## src/rtl/shop_wallet.sv

```systemverilog
// shop_wallet: wallet and transaction controller sitting upstream of shop.
// Holds player credit, issues one buy_valid pulse per request, applies the shop
// result and queues reward credit that arrives while a purchase is in flight.
// Ports:
//   clk, rst_n                   clock, asynchronous active-low reset
//   req_valid, req_action        purchase request from game control; req_ready high in IDLE
//   earn_valid, earn_amount      reward credit strobe and amount
//   buy_valid, action_number,    request to shop (one-cycle pulse, latched action,
//   credit_in                    current credit)
//   purchase_success, err_*,     result flags, post-purchase credit and granted item
//   credit_out, grant_onehot     returned by shop
//   credit                       current wallet credit
//   done, status                 completion pulse and held result code
//                                (0 ok, 1 invalid, 2 out of stock, 3 no credit, 4 timeout)
//   inv_count                    per-action owned counts, 3 bits each
// Optional feature: define SHOP_WALLET_INVENTORY_EN to add inventory counters and inv_count.
module shop_wallet #(
  parameter logic [9:0] INIT_CREDIT = 10'd1000,
  parameter int TIMEOUT_CYCLES = 4
) (
  input  logic        clk,
  input  logic        rst_n,
  input  logic        req_valid,
  input  logic [2:0]  req_action,
  output logic        req_ready,
  input  logic        earn_valid,
  input  logic [9:0]  earn_amount,
  output logic        buy_valid,
  output logic [2:0]  action_number,
  output logic [9:0]  credit_in,
  input  logic        purchase_success,
  input  logic        err_invalid_action,
  input  logic        err_credit,
  input  logic        err_out_of_stock,
  input  logic [9:0]  credit_out,
  input  logic [4:0]  grant_onehot,
  output logic [9:0]  credit,
  output logic        done,
  output logic [2:0]  status
`ifdef SHOP_WALLET_INVENTORY_EN
  , output logic [14:0] inv_count
`endif
);
  typedef enum logic [1:0] {IDLE, ISSUE, WAIT} state_t;
  state_t state;
  logic [9:0] pending;
  logic [3:0] timer;
  logic [9:0] earn;
  logic [9:0] base;
  logic [2:0] result;
  logic accept, any_flag, time_up, complete;
  function automatic logic [9:0] sat(input logic [11:0] v);
    return v > 12'd1023 ? 10'd1023 : v[9:0];
  endfunction
  assign req_ready = state == IDLE;
  assign credit_in = credit;
  assign accept = req_ready && req_valid;
  assign earn = earn_valid ? earn_amount : 10'd0;
  assign any_flag = err_invalid_action | err_out_of_stock | err_credit | purchase_success;
  assign time_up = timer == 4'(TIMEOUT_CYCLES - 1);
  assign complete = state == WAIT && (any_flag || time_up);
  // errors outrank success; no flag at all means the timer expired
  assign result = err_invalid_action ? 3'd1 :
                  err_out_of_stock   ? 3'd2 :
                  err_credit         ? 3'd3 :
                  purchase_success   ? 3'd0 : 3'd4;
  assign base = result == 3'd0 ? credit_out : credit;
  always_ff @(posedge clk or negedge rst_n)
    if (!rst_n) begin
      state <= IDLE;
      credit <= INIT_CREDIT;
      pending <= 10'd0;
      buy_valid <= 1'b0;
      action_number <= 3'd0;
      done <= 1'b0;
      status <= 3'd0;
      timer <= 4'd0;
    end else begin
      buy_valid <= 1'b0;
      done <= 1'b0;
      case (state)
        IDLE:
          if (accept) begin
            action_number <= req_action;
            buy_valid <= 1'b1;
            pending <= sat(12'(pending) + 12'(earn));
            state <= ISSUE;
          end else
            credit <= sat(12'(credit) + 12'(earn));
        ISSUE: begin
          timer <= 4'd0;
          pending <= sat(12'(pending) + 12'(earn));
          state <= WAIT;
        end
        default:
          if (complete) begin
            done <= 1'b1;
            status <= result;
            // same-cycle earn joins the queued reward in one clamped sum
            credit <= sat(12'(base) + 12'(pending) + 12'(earn));
            pending <= 10'd0;
            state <= IDLE;
          end else begin
            timer <= timer + 4'd1;
            pending <= sat(12'(pending) + 12'(earn));
          end
      endcase
    end
`ifdef SHOP_WALLET_INVENTORY_EN
  logic [2:0] grant_idx;
  always_comb begin
    grant_idx = 3'd0;
    for (int i = 4; i >= 0; i--) if (grant_onehot[i]) grant_idx = 3'(i);
  end
  always_ff @(posedge clk or negedge rst_n)
    if (!rst_n)
      inv_count <= 15'd0;
    else
      for (int i = 0; i < 5; i++)
        if (complete && result == 3'd0 && |grant_onehot && grant_idx == 3'(i) && inv_count[3*i +: 3] != 3'd7)
          inv_count[3*i +: 3] <= inv_count[3*i +: 3] + 3'd1;
`else
  logic unused_grant;
  assign unused_grant = ^grant_onehot;
`endif
endmodule

```

## config.mk

```make
export PLATFORM = sky130hd
export DESIGN_NAME = shop_wallet
export DESIGN_NICKNAME = d
export VERILOG_FILES = /design/src/rtl/shop_wallet.sv
export SDC_FILE = /design/constraint.sdc
export NUM_CORES = 1
export LEC_CHECK = 0
export ABC_CLOCK_PERIOD_IN_PS = 2900
export BUFFER_PORTS_ARGS = -buffer_cell sky130_fd_sc_hd__clkbuf_2
export CAP_MARGIN = 20
export CORE_UTILIZATION = 35
export CTS_BUF_LIST = sky130_fd_sc_hd__clkbuf_4
export CTS_CLUSTER_DIAMETER = 40
export CTS_CLUSTER_SIZE = 16
export DETAILED_ROUTE_END_ITERATION = 8
export PLACE_DENSITY = 0.61
export SETUP_SLACK_MARGIN = 0.5
export SLEW_MARGIN = 20
export SYNTH_ARGS = -nofsm -noshare
export SYNTH_HDL_FRONTEND = slang
export SYNTH_SLANG_ARGS = --single-unit
```

## constraint.sdc

```tcl
create_clock -name clk -period 2.9 [get_ports clk]
set_input_delay 0.58 -clock clk [delete_from_list [all_inputs] [get_ports clk]]
set_output_delay 0.58 -clock clk [all_outputs]
set_load 0.01 [all_outputs]
```

Word level (Yosys, flattened, before mapping)
Cells that the tools add are included.
{"block": "classes", "magnitude_cmp": 3, "eq_ne": 6, "n_reduce_logical": 13, "add_sub_neg": 5, "mux": 24, "bitwise_logic": 6}
{"operator": "$mux 10", "count": 9}
{"operator": "$pmux 10 s2", "count": 2}
{"operator": "$add 10x10->11", "count": 3}
{"operator": "$gt 11x10->1 const B", "count": 2}
{"operator": "$add 11x10->12", "count": 1}
{"operator": "$gt 12x10->1 const B", "count": 1}
{"operator": "$mux 3", "count": 4}
{"operator": "$pmux 4 s2", "count": 1}
{"operator": "$reduce_and 2->1", "count": 4}
{"operator": "$add 4x1->4 const B", "count": 1}
{"operator": "$eq 4x2->1 const B", "count": 1}
{"operator": "$mux 1", "count": 4}
{"operator": "$mux 2", "count": 2}
{"operator": "$mux 4", "count": 1}
{"operator": "$ne 2x1->1 const B", "count": 2}
{"operator": "$pmux 2 s2", "count": 1}
{"operator": "$logic_not 3->1", "count": 1}
{"operator": "$not 1->1", "count": 3}
{"operator": "$or 1x1->1", "count": 3}
{"operator": "$reduce_and 3->1", "count": 1}
{"operator": "$reduce_bool 3->1", "count": 1}
{"operator": "$eq 2x1->1 const B", "count": 1}
{"operator": "$eq 2x2->1 const B", "count": 1}
{"operator": "$logic_and 1x1->1", "count": 2}
{"operator": "other kinds (5)", "count": 5}
{"block": "word_totals", "register_bits": 34, "word_cells": 65, "input_bits": 36, "output_inout_bits": 29}

Longest topological paths before layout
{"block": "logic_depth", "ltp_word": 12, "depth_mapped": 14, "depth_no_buf": 12}

Worst setup path before layout
Ideal clock, no wire load.
{"block": "synth_path", "path_kind": "input to register", "start": "in err_credit", "end": "reg credit[0]", "slack_ns": -0.985, "stages": 11, "t_arrival_ns": 3.791, "required_ns": 2.806, "path_buffers": 1, "setup_time_ns": 0.094, "cell_sequence": "nor4b_1 > clkbuf_1 > mux2_2 > fa_1 > ha_1 > a2111oi_0 > o31ai_1 > nand4_1 > mux2i_2 > nor2_1 > a211oi_1"}
{"block": "synth_via", "elab_chain_cells": 11, "elab_cells_between_ends": 17, "classes_between": "add/sub (2); order compare (1); mux (7); bitwise (2); reduce/logical (5)"}
{"item": "start, declared", "line_no": "33", "text": "input logic err_credit,"}
{"item": "$mux 3", "line_no": "65", "text": "err_credit ? 3'd3 :"}
{"item": "$mux 3", "line_no": "64", "text": "err_out_of_stock ? 3'd2 :"}
{"item": "$mux 3", "line_no": "63", "text": "assign result = err_invalid_action ? 3'd1 :"}
{"item": "$logic_not 3->1", "line_no": "67", "text": "assign base = result == 3'd0 ? credit_out : credit;"}
{"item": "$mux 10", "line_no": "67"}
{"item": "$add 10x10->11", "line_no": "100", "text": "credit <= sat(12'(base) + 12'(pending) + 12'(earn));"}
{"item": "$add 11x10->12", "line_no": "100"}
{"item": "$gt 12x10->1", "line_no": "53", "text": "return v > 12'd1023 ? 10'd1023 : v[9:0];"}
{"item": "$mux 10", "line_no": "53"}
{"item": "$mux 10", "line_no": "96", "text": "if (complete) begin"}
{"item": "$pmux 10 s2", "line_no": "81", "text": "case (state)"}
{"item": "end signal, assigned", "line_no": "89", "text": "credit <= sat(12'(credit) + 12'(earn));"}
{"item": "end signal, assigned", "line_no": "100"}
{"item": "end, declared", "line_no": "37", "text": "output logic [9:0] credit,"}
Several ways; a longest one is shown, not always the timed one. The select of a mux whose other input is x is not followed.
A chain may end at the register's enable or synchronous reset.

Worst setup path in the final report
{"block": "layout_path", "start": "in err_invalid_action", "end": "reg credit[4]"}
{"block": "layout_via", "elab_chain_cells": 9, "elab_cells_between_ends": 16, "classes_between": "add/sub (2); order compare (1); mux (5); bitwise (3); reduce/logical (5)"}
{"item": "start, declared", "line_no": "32", "text": "input logic err_invalid_action,"}
{"item": "$mux 3", "line_no": "63"}
{"item": "$logic_not 3->1", "line_no": "67"}
{"item": "$mux 10", "line_no": "67"}
{"item": "$add 10x10->11", "line_no": "100"}
{"item": "$add 11x10->12", "line_no": "100"}
{"item": "$gt 12x10->1", "line_no": "53"}
{"item": "$mux 10", "line_no": "53"}
{"item": "$mux 10", "line_no": "96"}
{"item": "$pmux 10 s2", "line_no": "81"}
Several ways; a longest one is shown, not always the timed one. The select of a mux whose other input is x is not followed.

==> results.tsv <==
metric	value	unit
status	finished, violations left	
violated checks	setup timing	
CTS tree	built	
pwr/cell area	1310	nW/um^2
CP Class	in2reg	
worst slew pin tran	902	ps
Cell variety after synth	64	
H-Tree Depth	2	
total chip power	6.22	mW
Tcrit/Tclk final	118	%
placed insts	614	
worst hold path type	in2async	
final WL	10500	um
relative slew slack	39.9	%
vias per cell	5.28	
Reg clk slew, reported paths	120	ps
Leak	2.19	nW
final hold slack	313	ps
pins over their slew limit	0	
Max-Cap Viols	0	
largest net degree at the start of global routing	35	
Crit Path Max Fanout	6	
Die Area	10100	sq um
FILL cells	873	
initial antenna violation count	1	
crit-path cells	buf_8, nor4b_4, buf_12, mux2i_4, fa_1, inv_2, ha_4, a2111oi_4, o31ai_2, nand4_1, mux2i_4, buf_6, nor2_4, a211oi_2	
DIE HEIGHT	100	um
net count reported at finish	582	
Total Routing Usage GR	21.3	%
HPWL Detailed	7980	um
R2R depth	11	
synthesis-to-layout area growth	40.2	%
Multi-input gate area	2570	sq um
first-pass GRT wire length	16500	um
R2R Path Start	credit[5]	
core region area	9330	sq um
RSZ-0062 raised after global routing	true	
Peak Freq	292	MHz
Initial DRT Pass Iterations	4	
Iteration-0 DRC Markers	136	
CTS root buf	clkbuf_4	
reg2reg setup slack	-220	ps
Post-synth EDFFs	0	
FF-to-FF End	credit[4]	
Initial Util	36.3	%
Rows	35	
Async SR Flop Fraction	100	%
Critical-path top delay cell	fa_1	
vias in the first global route	3360	
synth cell count leaders	31 x nand2_1, 29 x inv_1, 28 x dfrtp_1, 28 x ha_1	
clock sink count	34	
register area share after synthesis	25.3	%
Via Count	3366	
maximum vdd drop	495	uV
Final ANT Viol Nets	0	
endpoints failing setup	10	
Mapped Area	3390	sq um
setup ws final	-523	ps
syn_nets	462	
Area contributors post-synth	dfrtp_1 21%, ha_1 10%, fa_1 6.5%	
Synth Instances	387	
top_reg_cell synth	dfrtp_1	
DIE WIDTH	100	um
Ports	65	
routability cong.	0.860	
clk_lat worst skew	360	ps
post-synth top area share	20.7	%
Num CTS Buffers	5	
routed len/inst	16.4	um
maximum clock path buffer count	2	
area leader, netlist	dfrtp_1	
Worst Path Arrival	3690	ps
Worst Setup Start Kind	input pin	
Synth Warn #	0	
final core utilization	50.9	%
non-filler cells in the finished layout	638	
most used cell along the critical path	mux2i_4	
CP peak stage delay	450	ps
Hold-fix buffers, CTS	0	
final hold vios	0	
clock skew	7.91	ps
most frequent cell after synthesis	nand2_1	
#FFs+latches synth	34	
CP endpoint kind	register	
IO buf count	59	
syn avg cell area	8.75	sq um
WP data required	3170	ps
Final Critical Period	3420	ps
FF/Latch Area	858	sq um
DRC violations left	0	
total gr overflow	0	
layout cells sized above 1	43.5	%
==> state kept, by name, indices dropped and copies added (netlist names) <==
name / count
credit: 10
pending: 10
timer: 4
action_number: 3
status: 3
state: 2
buy_valid: 1
done: 1
==> how the worst max path moves through the flow <==
| stage | start | to | depth (start not counted) |
|---|---|---|---|
| 6_report | err_invalid_action | credit[4] | 14 |
| 2_1_floorplan | err_credit | credit[3] | 11 |
| 5_1_grt | err_invalid_action | credit[2] | 15 |
| 4_1_cts | err_invalid_action | credit[9] | 14 |
| 3_3_place_gp | err_credit | credit[8] | 12 |
| 3_5_place_dp | err_credit | credit[3] | 12 |
==> layout make-up <==
| type | instances | area share, % |
|---|---|---|
| clock inverter | 3 | 1.45 |
| antenna | 1 | 0.0527 |
| tap | 129 | 3.40 |
| inverter | 30 | 2.37 |
| timing repair buffer | 135 | 19.7 |
| multi-input combinational | 301 | 54.2 |
| clock buffer | 5 | 0.790 |
| sequential | 34 | 18.1 |
==> routing by layer <==
layer  GRT usage, %  part of all wire (%)
met1           27.7                    45
met2           35.8                    48
met3           2.44                   3.9
met4           8.58                   2.8
met5              0                     0
==> report_power, final <==
group | switching, mW | internal [mW] | leakage (nW)
logic | 2.46 | 2.38 | 1.73
clock network | 0.197 | 0.270 | 0.0554
registers | 0.204 | 0.711 | 0.403
==> cells by family after synthesis <==
group | after synthesis | share of synthesized area (%)
XOR/XNOR | 21 | 5.43
multiplexers | 18 | 5.80
flip-flops | 34 | 25.3
AND/OR/NAND/NOR | 115 | 16.8
AO/OA/AOI/OAI | 105 | 21.1
adder cells (fa/ha/maj) | 41 | 17.6
buffers and inverters | 53 | 7.91
==> placed cells by master, fill, tap and decap left out, types with 4 or more instances in the layout <==
cell type  synthesis  layout
xor2_1             5       4
xnor2_1           16      16
a211oi_2           3      10
fa_1              11       8
a21o_1            10      10
ha_1              28      23
and2_1             8       6
buf_4             10      67
mux2i_1            7       6
buf_6              3       9
dfstp_2            6       6
nand3_1           10      10
dfrtp_1           28      28
clkbuf_2           0      56
a21oi_2            2       5
o21ai_0           13      10
o21ai_1           15      12
nand2_1           31      30
inv_1             29      28
clkbuf_4           1       5
nor2_1            24      21
o21ai_2            1       7
mux2_2            10       8
o22ai_1            4       4
a21oi_1           24      21
nand4_1            4       4
nor3_1            18      13
==> worst max-delay path, delay by kind of cell <==
kind                     cells  cell delay (ps)
AND/OR/NAND/NOR              3              540
adder cells (fa/ha/maj)      2              660
multiplexers                 2              580
AO/OA/AOI/OAI                3              840
buffers and inverters        4              500
==> metrics by stage <==
| step | cell area, sq um | TNS [ps] | setup WS [ps] |
|---|---|---|---|
| floorplan | 3530 | -3730 | -433 |
| global placement | 4290 | -6490 | -708 |
| detailed placement | 4290 | -7260 | -794 |
| CTS | 4580 | -3270 | -356 |
| global route | 4750 | -5850 | -629 |
| finish | 4750 | -4610 | -523 |
==> what timing repair did <==
item                                    CTS  global route
endpoints found under the setup margin   20            20
setup buffers                             9             5
gates resized for setup                  23            32
pin swaps                                14            17
gates cloned                              1             0
Power figures use the tool's default switching activity.
